## src/rtl/sdp_cfg_triosy_seq.sv

```systemverilog
// sdp_cfg_triosy_seq: completion sequencer for the SDP configuration triosy channels.
// After a start, issues each selected channel's lz strobe under stall control,
// records per-channel completion, and pulses done once the set is exhausted.
// Optional feature macro: SDP_TRIOSY_SEQ_PARALLEL_EN (all pending channels issue together).
module sdp_cfg_triosy_seq #(
  parameter int unsigned NUM_CH = 8,
  parameter int unsigned DROP_W = 8
) (
  input  logic              nvdla_core_clk,
  input  logic              nvdla_core_rst,
  input  logic              start,
  input  logic [NUM_CH-1:0] ch_mask,
  input  logic              stall,
  output logic              busy,
  output logic              done,
  output logic [NUM_CH-1:0] triosy_lz,
  output logic [NUM_CH-1:0] ch_bawt,
  output logic [DROP_W-1:0] drop_cnt
);

  typedef enum logic [1:0] {
    IDLE  = 2'd0,
    ISSUE = 2'd1,
    DONE  = 2'd2
  } state_t;

  state_t              r_state;
  logic [NUM_CH-1:0]   r_pending;
  logic                r_busy;
  logic                r_done;
  logic [NUM_CH-1:0]   r_bawt;
  logic [DROP_W-1:0]   r_drop;

  logic [NUM_CH-1:0]   w_sel;
  logic [NUM_CH-1:0]   w_rem;
  logic                w_issue;

  // Channel set released by one unstalled ISSUE cycle.
`ifdef SDP_TRIOSY_SEQ_PARALLEL_EN
  assign w_sel = r_pending;
`else
  assign w_sel = r_pending & (~r_pending + NUM_CH'(1));
`endif

  assign w_rem     = r_pending & ~w_sel;
  assign w_issue   = (r_state == ISSUE) && !stall;
  assign triosy_lz = w_issue ? w_sel : '0;

  assign busy     = r_busy;
  assign done     = r_done;
  assign ch_bawt  = r_bawt;
  assign drop_cnt = r_drop;

  // Sequencer state, completion flags and dropped-start counter.
  always_ff @(posedge nvdla_core_clk) begin
    if (nvdla_core_rst) begin
      r_state   <= IDLE;
      r_pending <= '0;
      r_busy    <= 1'b0;
      r_done    <= 1'b0;
      r_bawt    <= '0;
      r_drop    <= '0;
    end else begin
      r_done <= 1'b0;

      // Starts arriving while a sequence is running (including DONE) are dropped.
      if (start && r_busy && (r_drop != {DROP_W{1'b1}})) begin
        r_drop <= r_drop + DROP_W'(1);
      end

      case (r_state)
        IDLE: begin
          if (start) begin
            r_pending <= ch_mask;
            r_bawt    <= '0;
            r_busy    <= 1'b1;
            if (ch_mask != '0) begin
              r_state <= ISSUE;
            end else begin
              r_state <= DONE;
              r_done  <= 1'b1;
            end
          end
        end
        ISSUE: begin
          if (w_issue) begin
            r_pending <= w_rem;
            r_bawt    <= r_bawt | w_sel;
            if (w_rem == '0) begin
              r_state <= DONE;
              r_done  <= 1'b1;
            end
          end
        end
        DONE: begin
          r_state <= IDLE;
          r_busy  <= 1'b0;
        end
        default: begin
          r_state   <= IDLE;
          r_pending <= '0;
          r_busy    <= 1'b0;
        end
      endcase
    end
  end

endmodule

```

## config.mk

```make
export PLATFORM = sky130hd
export DESIGN_NAME = sdp_cfg_triosy_seq
export DESIGN_NICKNAME = d
export VERILOG_FILES = /design/src/rtl/sdp_cfg_triosy_seq.sv
export SDC_FILE = /design/constraint.sdc
export NUM_CORES = 1
export LEC_CHECK = 0
export BUFFER_PORTS_ARGS = -buffer_cell sky130_fd_sc_hd__buf_2
export CAP_MARGIN = 20
export CORE_ASPECT_RATIO = 1.4
export CORE_MARGIN = 4
export CORE_UTILIZATION = 51
export CTS_CLUSTER_SIZE = 10
export DETAILED_ROUTE_END_ITERATION = 8
export GPL_TIMING_DRIVEN = 0
export PLACE_DENSITY = 0.82
export SKIP_LAST_GASP = 1
export SYNTH_ARGS = -nofsm -noshare
export SYNTH_HDL_FRONTEND = slang
export SYNTH_SLANG_ARGS = --single-unit
export TNS_END_PERCENT = 30
```

## constraint.sdc

```tcl
create_clock -name nvdla_core_clk -period 2.02 [get_ports nvdla_core_clk]
set_input_delay 0.101 -clock nvdla_core_clk [delete_from_list [all_inputs] [get_ports nvdla_core_clk]]
set_output_delay 0.101 -clock nvdla_core_clk [all_outputs]
set_load 0.03 [all_outputs]
```

==> flow_metrics.py <==
metrics = {
    "status": {
        "outcome": "complete, no violations",
    },
    "floorplan": {
        "die_y_um": 70.2,
        "rows": 22,
        "dieArea_um2": 3680,
        "start_util": 0.534,
        "coreArea_um2": 2640,
        "io_pins": 38,
        "fp.dieW_um": 52.4,
    },
    "synthesis": {
        "synth_seq_cells": 28,
        "syn_area_um2": 1410,
        "avgSynthCellArea_um2": 8.34,
        "synth_cell_types": 44,
        "synthArstFlopShare": 0,
        "synth_edf_count": 0,
        "ys_seq_area_frac": 0.398,
        "synth_top_flop_cell": "dfxtp_1",
        "synth_warnings": 0,
        "synth_nets": 182,
        "netlist_instances": 169,
    },
    "setup_path": {
        "worstPathArrival_ns": 1.86,
        "slowest_stage": "dfxtp_1",
        "critPathCaptureType": "output port",
        "path_delay_family": "simple AND/OR/NAND/NOR gates",
        "critPathBufInv": 3,
        "cp_cell_sequence": "buf_6, or2_1, buf_6, nor4_4, and3_2, buf_2",
        "crit_type": "register to output port",
        "start_kind": "register",
        "crit_top_cell": "buf_6",
        "critPathMaxFanout": 9,
        "required_ns": 1.92,
        "cp_slowest_stage_delay_ns": 0.34,
    },
    "placed_design": {
        "placed_area_um2": 1640,
        "dp_hpwl_mm": 2.66,
        "io_buffers": 37,
        "dp.cells": 242,
        "place.gp.congestion": 0.822,
    },
    "sta": {
        "finalCriticalPeriod_ns": 1.96,
        "hold_viol": 0,
        "rsz0062_at_grt": "true",
        "max-slew-margin-rel": 0.572,
        "setup_viol": 0,
        "clock_skew_ns": 0.00845,
        "clock.fmax_mhz": 510,
        "report.final.slew_viol_count": 0,
        "finalCritPeriodShare": 0.971,
        "worstMarginPinSlew_ns": 0.642,
    },
    "clock_tree": {
        "cts.sinks": 28,
        "cts_made_buffers": 3,
        "cts_buffer_depth": 2,
        "cts_hold_buffers": 0,
        "root_buffer": "clkbuf_4",
        "cts_post_setup_buffers_inserted": 0,
        "worstSkewPairLatency_ns": 0.34,
        "ctsHtreeMaxLevel": 1,
        "clk_pin_slew_ns": 0.15,
        "tritoncts": "yes",
    },
    "route": {
        "vias_per_cell": 5.61,
        "num_vias": 1379,
        "drc": 0,
        "avgRoutedWirePerCell_um": 13.9,
        "ant_nets": 0,
        "drtIter0Drc": 43,
        "dr.pass1.iters": 5,
        "drt_wl_total_mm": 3.42,
    },
    "layout": {
        "n_fill_cell": 249,
        "area_growth_pct": 20.4,
        "stdcell_count": 246,
        "final_common_cell": "buf_2",
        "n_antenna_cell": 0,
        "finalInstanceArea_um2": 1700,
        "drive_gt1_frac": 0.286,
        "nNetsFinal": 224,
        "layout.cells.most_common_list": "buf_2, nor2_1, dfxtp_1",
    },
    "pwr": {
        "leakagePower_nw": 0.715,
        "power_density_nw_per_um2": 960,
        "vdd_drop_max_uv": 582,
    },
    "global_routing": {
        "grt_max_degree": 16,
        "grt_pass1_vias": 1308,
        "grtUsageTotal": 0.200,
        "grt_pass1_wl_mm": 5.82,
        "grt.overflow.total": 0,
        "antenna_found_initial": 0,
    },
    "job": {
        "maxCapViolCount": 0,
    },
    "min_path": {
        "min-delay-path-class": "input port to register",
    },
}
## where the power goes
group          internal [mW]  switching (mW)
Sequential             0.613          0.0690
Clock                  0.111           0.170
Combinational          0.249           0.419
## worst paths after layout
kind | startpoint | end | slack (ns) | cells after the start
worst max register to register | r_pending[0] | r_state[0] | 0.20 | 6
worst min register to register | ch_bawt[2] | ch_bawt[2] | 0.48 | 2
worst min-delay path | ch_mask[6] | r_pending[6] | 0.01 | 3
worst max-delay path | r_pending[2] | triosy_lz[7] | 0.06 | 6
## cell families after synthesis
family | count (synthesis) | synth area share
XOR/XNOR | 5 | 0.0311
buffers and inverters | 13 | 0.0523
adder cells (fa/ha/maj) | 2 | 0.0160
AND/OR/NAND/NOR | 78 | 0.280
flip-flops | 28 | 0.398
multiplexers | 1 | 0.00710
AO/OA/AOI/OAI | 42 | 0.216
## worst reg2reg max path, stage by stage (launching register included)
cell and delay [ns]:
dfxtp_1 0.34, buf_6 0.13, or3_4 0.41, nor4_1 0.28, o311ai_2 0.21, a21boi_0 0.19, a31o_1 0.19
## stage by stage
stage / setup slack [ns] / total power [mW] / util / hold WS (ns) / setup TNS, ns
4_1_cts: -0.0263 / 1.63 / 0.638 / 0.00140 / -0.0263
6_report: 0.0583 / 1.63 / 0.643 / 0.0128 / 0
3_5_place_dp: 0.223 / 1.33 / 0.621 / 0.377 / 0
3_3_place_gp: 0.291 / 1.30 / 0.621 / 0.360 / 0
2_1_floorplan: 0.152 / 1.18 / - / 0.237 / 0
5_1_grt: -0.0539 / 1.74 / 0.643 / 0.00249 / -0.0812
## registers in the layout (all words and copies together), names as in the netlist
name       cells
r_pending      8
r_state        2
ch_bawt        8
done           1
drop_cnt       8
busy           1
## cell type report
cell class              count  area [µm²]  area share
well taps                  36        45.0      0.0265
plain buffers               9        60.1      0.0354
flip-flops and latches     28         561       0.330
clock buffers               4        36.3      0.0214
repair buffers             37         185       0.109
inverters                   4        15.0     0.00884
multi-input cells         128         796       0.469
## cell usage after synthesis (2+ instances only)
| cell type | count | share of area |
|---|---|---|
| nor2_1 | 31 | 0.083 |
| dfxtp_1 | 28 | 0.40 |
| a21oi_1 | 16 | 0.057 |
| nand2_1 | 11 | 0.029 |
| nand3_1 | 7 | 0.025 |
| nor3_1 | 6 | 0.021 |
| o21ai_0 | 6 | 0.021 |
| a31oi_1 | 5 | 0.022 |
| clkbuf_1 | 4 | 0.011 |
| inv_1 | 4 | 0.011 |
| xnor2_1 | 4 | 0.025 |
| and3_1 | 3 | 0.013 |
| buf_6 | 3 | 0.024 |
| nand2b_1 | 3 | 0.013 |
| nor3b_1 | 3 | 0.016 |
| or3_1 | 3 | 0.013 |
| a2111oi_2 | 2 | 0.021 |
| a41oi_1 | 2 | 0.012 |
| buf_2 | 2 | 0.0071 |
| nor4_1 | 2 | 0.0089 |
## routing by layer
layer | track usage | part of all wire
met1 | 0.240 | 0.42
met2 | 0.356 | 0.51
met3 | 0.0277 | 0.056
met4 | 0.0597 | 0.0088
met5 | 0 | 0
## what timing repair did
action / 4_1_cts / 5_1_grt
resized for setup: 3 / 4
endpoints found under the setup margin: 4 / 5
pin swaps: 0 / 0
Power figures use the tool's default switching activity.
